**src/rtl/retire_order.sv**
```systemverilog
// In-order retire sequencer: restores program order of each dual-issue pair using the
// steering tag, drops NOP bubbles, and queues survivors in a FIFO drained up to two per cycle.
module retire_order #(
  parameter int DEPTH      = 8,
  parameter int DATA_WIDTH = 32,
  parameter int INST_WIDTH = 32,
  parameter logic [INST_WIDTH-1:0] NOP_INSTRUCTION = INST_WIDTH'(32'h0000_0013)
) (
  input  logic                    clk,
  input  logic                    reset,
  input  logic                    in_valid,
  output logic                    in_ready,
  input  logic                    first,
  input  logic [INST_WIDTH-1:0]   inst0_in,
  input  logic [INST_WIDTH-1:0]   inst1_in,
  input  logic [DATA_WIDTH-1:0]   data0_in,
  input  logic [DATA_WIDTH-1:0]   data1_in,
  output logic                    out0_valid,
  output logic                    out1_valid,
  output logic [INST_WIDTH-1:0]   out0_inst,
  output logic [INST_WIDTH-1:0]   out1_inst,
  output logic [DATA_WIDTH-1:0]   out0_data,
  output logic [DATA_WIDTH-1:0]   out1_data,
  input  logic [1:0]              out_take,
  output logic [31:0]             retire_count,
  output logic                    overflow,
  output logic [$clog2(DEPTH):0]  debug_count
);

  localparam int PW = $clog2(DEPTH);
  localparam logic [PW:0] DEPTH_C = (PW+1)'(DEPTH);

  logic [INST_WIDTH-1:0] inst_mem [DEPTH];
  logic [DATA_WIDTH-1:0] data_mem [DEPTH];

  logic [PW-1:0] rd_ptr, wr_ptr, rd_ptr1, young_ptr;
  logic [PW:0]   count, count_next;

  logic [INST_WIDTH-1:0] older_inst, younger_inst;
  logic [DATA_WIDTH-1:0] older_data, younger_data;
  logic                  accept, wr_old, wr_young;
  logic [1:0]            n_writes, take_req, eff_take;

  // Handshake: a pair transfers on a rising edge where in_valid & in_ready; in_ready
  // depends only on registered occupancy, so upstream may hold or replay a refused pair.
  assign in_ready = (DEPTH_C - count) >= (PW+1)'(2);
  assign accept   = in_valid & in_ready;

  assign older_inst   = first ? inst1_in : inst0_in;
  assign older_data   = first ? data1_in : data0_in;
  assign younger_inst = first ? inst0_in : inst1_in;
  assign younger_data = first ? data0_in : data1_in;

  assign wr_old    = accept && (older_inst != NOP_INSTRUCTION);
  assign wr_young  = accept && (younger_inst != NOP_INSTRUCTION);
  assign n_writes  = {1'b0, wr_old} + {1'b0, wr_young};
  // A lone surviving younger entry collapses into wr_ptr.
  assign young_ptr = wr_ptr + PW'(wr_old);

  always_comb begin
    take_req = (out_take == 2'd3) ? 2'd2 : out_take;
    eff_take = take_req;
    if ((PW+1)'(take_req) > count) eff_take = count[1:0];
  end

  assign count_next = count + (PW+1)'(n_writes) - (PW+1)'(eff_take);

  always_ff @(posedge clk or negedge reset) begin
    if (!reset) begin
      rd_ptr       <= '0;
      wr_ptr       <= '0;
      count        <= '0;
      retire_count <= '0;
      overflow     <= 1'b0;
    end else begin
      rd_ptr       <= rd_ptr + PW'(eff_take);
      wr_ptr       <= wr_ptr + PW'(n_writes);
      count        <= count_next;
      retire_count <= retire_count + 32'(eff_take);
      overflow     <= overflow | (in_valid & ~in_ready);
    end
  end

  // Storage carries no reset; validity is tracked entirely by count.
  always_ff @(posedge clk) begin
    if (wr_old) begin
      inst_mem[wr_ptr] <= older_inst;
      data_mem[wr_ptr] <= older_data;
    end
    if (wr_young) begin
      inst_mem[young_ptr] <= younger_inst;
      data_mem[young_ptr] <= younger_data;
    end
  end

  assign rd_ptr1     = rd_ptr + PW'(1);
  assign out0_valid  = count >= (PW+1)'(1);
  assign out1_valid  = count >= (PW+1)'(2);
  assign out0_inst   = out0_valid ? inst_mem[rd_ptr]  : NOP_INSTRUCTION;
  assign out1_inst   = out1_valid ? inst_mem[rd_ptr1] : NOP_INSTRUCTION;
  assign out0_data   = out0_valid ? data_mem[rd_ptr]  : '0;
  assign out1_data   = out1_valid ? data_mem[rd_ptr1] : '0;
  assign debug_count = count;

endmodule

```
**config.mk**
```make
export PLATFORM = sky130hd
export DESIGN_NAME = retire_order
export DESIGN_NICKNAME = d
export VERILOG_FILES = /design/src/rtl/retire_order.sv
export SDC_FILE = /design/constraint.sdc
export NUM_CORES = 1
export LEC_CHECK = 0
export BUFFER_PORTS_ARGS = -buffer_cell sky130_fd_sc_hd__buf_2
export CORE_MARGIN = 2
export CORE_UTILIZATION = 61
export DETAILED_ROUTE_END_ITERATION = 8
export PLACE_DENSITY = 0.82
export SLEW_MARGIN = 20
export SYNTH_ARGS = -nofsm -noshare
export SYNTH_HDL_FRONTEND = slang
export SYNTH_SLANG_ARGS = --single-unit
```
**constraint.sdc**
```tcl
create_clock -name clk -period 5.81 [get_ports clk]
set_input_delay 0.8715 -clock clk [delete_from_list [all_inputs] [get_ports clk]]
set_output_delay 0.8715 -clock clk [all_outputs]
set_load 0.02 [all_outputs]
```
# --- After elaboration in Yosys (flattened, before gate mapping) ---
# Memories as Yosys holds them, arrays and structs flattened.
# Cells that the tools add are included.
# Widths: inputs -> output; s select.
word_totals:
  register_bits: 43
  latch_bits: 0
  ramBits: 512
  romBits: 0
  out_inout_bits: 168
  wordCells: 43
  n_memories: 2
op_classes:
  addsub: 9
  n_mul: 0
  n_div: 0
  n_lt_le_gt_ge: 4
  n_eq_ne: 3
  shift: 0
  mux: 14
  n_bitwise: 4
  n_reduce_logical: 2
memory_table:
  columns: ["memory", "depth", "width", "rd", "rd_clocked_by_memory_dff", "write_ports", "line", "text"]
  rows:
  - ["data_mem", 8, 32, 2, 0, 2, "34", "logic [DATA_WIDTH-1:0] data_mem [DEPTH];"]
  - ["inst_mem", 8, 32, 2, 0, 2, "33", "logic [INST_WIDTH-1:0] inst_mem [DEPTH];"]
op_table:
  columns: ["cell", "count"]
  rows:
  - ["$mux 32", 8]
  - ["$ne 32x5->1 const B", 2]
  - ["$add 32x2->32", 1]
  - ["$ge 4x2->1 const B", 2]
  - ["$add 3x2->3", 2]
  - ["$add 4x2->4", 1]
  - ["$ge 4x1->1 const B", 1]
  - ["$gt 2x4->1", 1]
  - ["$mux 1", 4]
  - ["$mux 2", 2]
  - ["$sub 4x2->4", 1]
  - ["$sub 4x4->4 const A", 1]
  - ["$add 3x1->3", 1]
  - ["$add 3x1->3 const B", 1]
  - ["$add 1x1->2", 1]
  - ["$and 1x1->1", 2]
  - ["$eq 2x2->1 const B", 1]
  - ["$logic_and 1x1->1", 2]
  - ["$not 1->1", 1]
  - ["$or 1x1->1", 1]

# --- Longest topological paths before layout ---
depth:
  ltp_word: 7
  depth_mapped: 17

# --- Worst setup path before layout ---
# Ideal clock, no wire load.
synth_path:
  kind: "input -> register"
  startpoint: "input port first"
  endpoint: "memory data_mem[2][0] (enable)"
  setup_time_ns: 0.499
  t_arrival_ns: 5.448
  required_ns: 5.311
  path_slack_ns: -0.137
  stages: 8
  path_buffers: 2
  path_cell_list: "clkbuf_1 > buf_1 > nor3_1 > nand4_1 > o21ai_0 > o21ai_0 > nand3b_1 > o21bai_1"
synth_rtl:
  columns: ["element", "line", "text"]
  rows:
  - ["start, declared", "13", "input logic first,"]
  - ["end, declared", "34", null]

==> results.json <==
{
  "yosys.cell_types.count": 44,
  "synth_cells": 2027,
  "crit_path_max_fanout": 22,
  "gp_congestion": 0.874,
  "totalNegativeSetupSlack_ns": 0,
  "initial_core_util_pct": 61.3,
  "cp-start-kind": "primary input",
  "die_x_um": 233,
  "syn-num-nets": 2185,
  "status": "completed",
  "hold_violations": 0,
  "dp_cells": 2911,
  "worstSetupPathType": "primary input to flop",
  "drtIter0Drc": 2403,
  "antenna_found_initial": 19,
  "grt_overflow": 0,
  "fp.dieH_um": 233,
  "dp_hpwl_mm": 55.7,
  "ctsHoldBuffers": 0,
  "min_period_ns": 4.86,
  "peakVddDrop_mv": 0.486,
  "endpoint_kind": "flop",
  "yosysMostFrequentCell": "edfxtp_1",
  "clk_pin_slew_ns": 0.06,
  "cts.sinks": 555,
  "cts_resized": 0,
  "root_buffer": "clkbuf_16",
  "worstPathArrival_ns": 5.23,
  "core-area_sq_um": 52300,
  "ys.flop_type": "edfxtp_1",
  "drt-total-wl_mm": 90.3,
  "synth_seq_cells": 555,
  "drt.antenna.violating_nets": 0,
  "rsz0062_at_grt": "false",
  "preCtsSetupSlack_ns": 0.467,
  "firstDrtPassIters": 6,
  "p_leak_uw": 0.0130,
  "ys_seq_area_share_pct": 51.2,
  "num_vias": 21000,
  "async_flop_share_pct": 7.75,
  "cts_tree": "done",
  "cts_htree_levels": 2,
  "grt_max_degree": 119,
  "clock-skew-final_ns": 0.0360,
  "drcViolationCount": 0,
  "avgSynthCellArea_sq_um": 15.8,
  "synth_warnings": 0,
  "final-setup-viol-count": 0,
  "fillerInstances": 3457,
  "post_cts_buffers": 0,
  "place_area_sq_um": 34700,
  "rows": 84,
  "io_pins": 302,
  "layout_setup_ws_ns": 0.953,
  "drive_gt1_share_pct": 49.4,
  "final_area_sq_um": 36500,
  "cap_violations": 0,
  "grt_pass1_vias": 21700,
  "drv_slew": 0,
  "layout.nets": 2442,
  "synth_edf_count": 512,
  "clockBufferDepth": 3,
  "fin_crit_sh_pct": 83.6,
  "synth_top_area_cell": "edfxtp_1",
  "clock_latency_ns": 0.65,
  "grt_usage_pct": 33.5,
  "worst_pin_slew_ns": 1.17,
  "die_area_sq_um": 54500,
  "netlist_area_sq_um": 32100,
  "synth_top_area_share_pct": 47.9,
  "p_per_area_nw_per_um2": 686,
  "area_delta_synth_final_pct": 13.8,
  "timing.fmax_mhz": 206,
  "synth_area_leaders": "edfxtp_1 (48%), mux4_2 (18%), mux2_2 (15%)",
  "relSlewSlack_pct": 21.9,
  "synthTopCellsByCount": "edfxtp_1 (512), mux2_2 (432), mux4_2 (256)",
  "cts_buffers": 59,
  "wl_per_cell_um": 29.8,
  "fin_cells": 3032,
  "port_buffers": 301,
  "worstPathRequired_ns": 6.18,
  "postLayoutCoreUtil_pct": 69.8,
  "min_path_type": "primary input to async pin",
  "grt_pass1_wl_mm": 135,
  "via_per_inst": 6.94
}
==> sequential cells by signal, summed over array words and instances, names as in the netlist <==
name / cells
inst_mem: 256
retire_count: 32
rd_ptr: 3
data_mem: 256
wr_ptr: 3
overflow: 1
debug_count: 4
==> worst paths after layout <==
check	endpoint	slack [ns]	cells past startpoint	startpoint
setup reg to reg	inst_mem[2][12]	1.05	15	debug_count[1]
hold / removal	retire_count[30]	0.26	1	reset
hold reg to reg	retire_count[31]	0.46	1	retire_count[31]
setup / recovery	data_mem[4][10]	0.95	16	inst1_in[18]
max in group asynchronous	rd_ptr[1]	5.08	1	reset
min in group clk	retire_count[31]	0.46	1	retire_count[31]
==> power by group <==
group          internal [uW]  total [uW]  switching, uW
Clock                   2100        3660           1570
Combinational           5940       14300           8390
Sequential              6270        7050            789
Total                  14300       25100          10700
==> through the flow <==
step / hold slack, ns / total power [uW]
global placement: 0.456 / 20900
detailed placement: 0.466 / 21300
finish: 0.264 / 25100
floorplan: 0.505 / 16600
CTS: 0.468 / 25000
global route: 0.307 / 26100
==> logic make-up after synthesis <==
logic type	share of synthesized area, %
AOI/OAI and AO/OA	1.83
xor gates and xnor gates	1.47
adders and majority gates	1.05
buffers and inverters	2.38
DFF	51.2
muxes	37.9
and+or+nand+nor	4.08
==> layer usage <==
layer	up-vias	GRT usage, %	wire [um]
li1	8678	-	-
met4	8	13.8	3240
met3	225	6.03	8970
met2	1294	55.4	45000
met1	10800	44.4	33000
met5	-	0	48
==> layout make-up <==
class / instances / area [sq um] / share of cell area, %
multi-input combinational: 1299 / 15100 / 41.4
antenna: 15 / 37.5 / 0.103
inverter: 15 / 56.3 / 0.154
clock inverter: 31 / 279 / 0.764
tap: 688 / 861 / 2.36
timing repair buffer: 354 / 2180 / 5.96
sequential: 555 / 16500 / 45.1
clock buffer: 75 / 1560 / 4.26
==> cell usage in the layout (no fill, tap or decap), types with 26 or more instances in the layout <==
| cell | count |
|---|---|
| edfxtp_1 | 512 |
| mux2_2 | 432 |
| buf_2 | 300 |
| mux4_2 | 256 |
| nand2_1 | 152 |
| mux2_1 | 80 |
| nor2_1 | 78 |
| a21oi_1 | 70 |
| mux2i_1 | 65 |
| clkbuf_16 | 60 |
| dfrtp_1 | 40 |
| buf_4 | 33 |
| xnor2_1 | 26 |
==> critical path, cell delays in order <==
cell and delay (ns):
buf_2 0.15, nor4_1 0.55, nand4_1 0.28, nor3_1 0.25, o21ai_0 0.18, nand2_1 0.11
inv_1 0.08, ha_1 0.19, ha_1 0.21, xnor2_1 0.30, nor2_1 0.13, nand3b_1 0.12
a21oi_1 0.13, xnor2_4 0.97, buf_12 0.31, mux2_2 0.36
(Power assumes the default switching activity.)
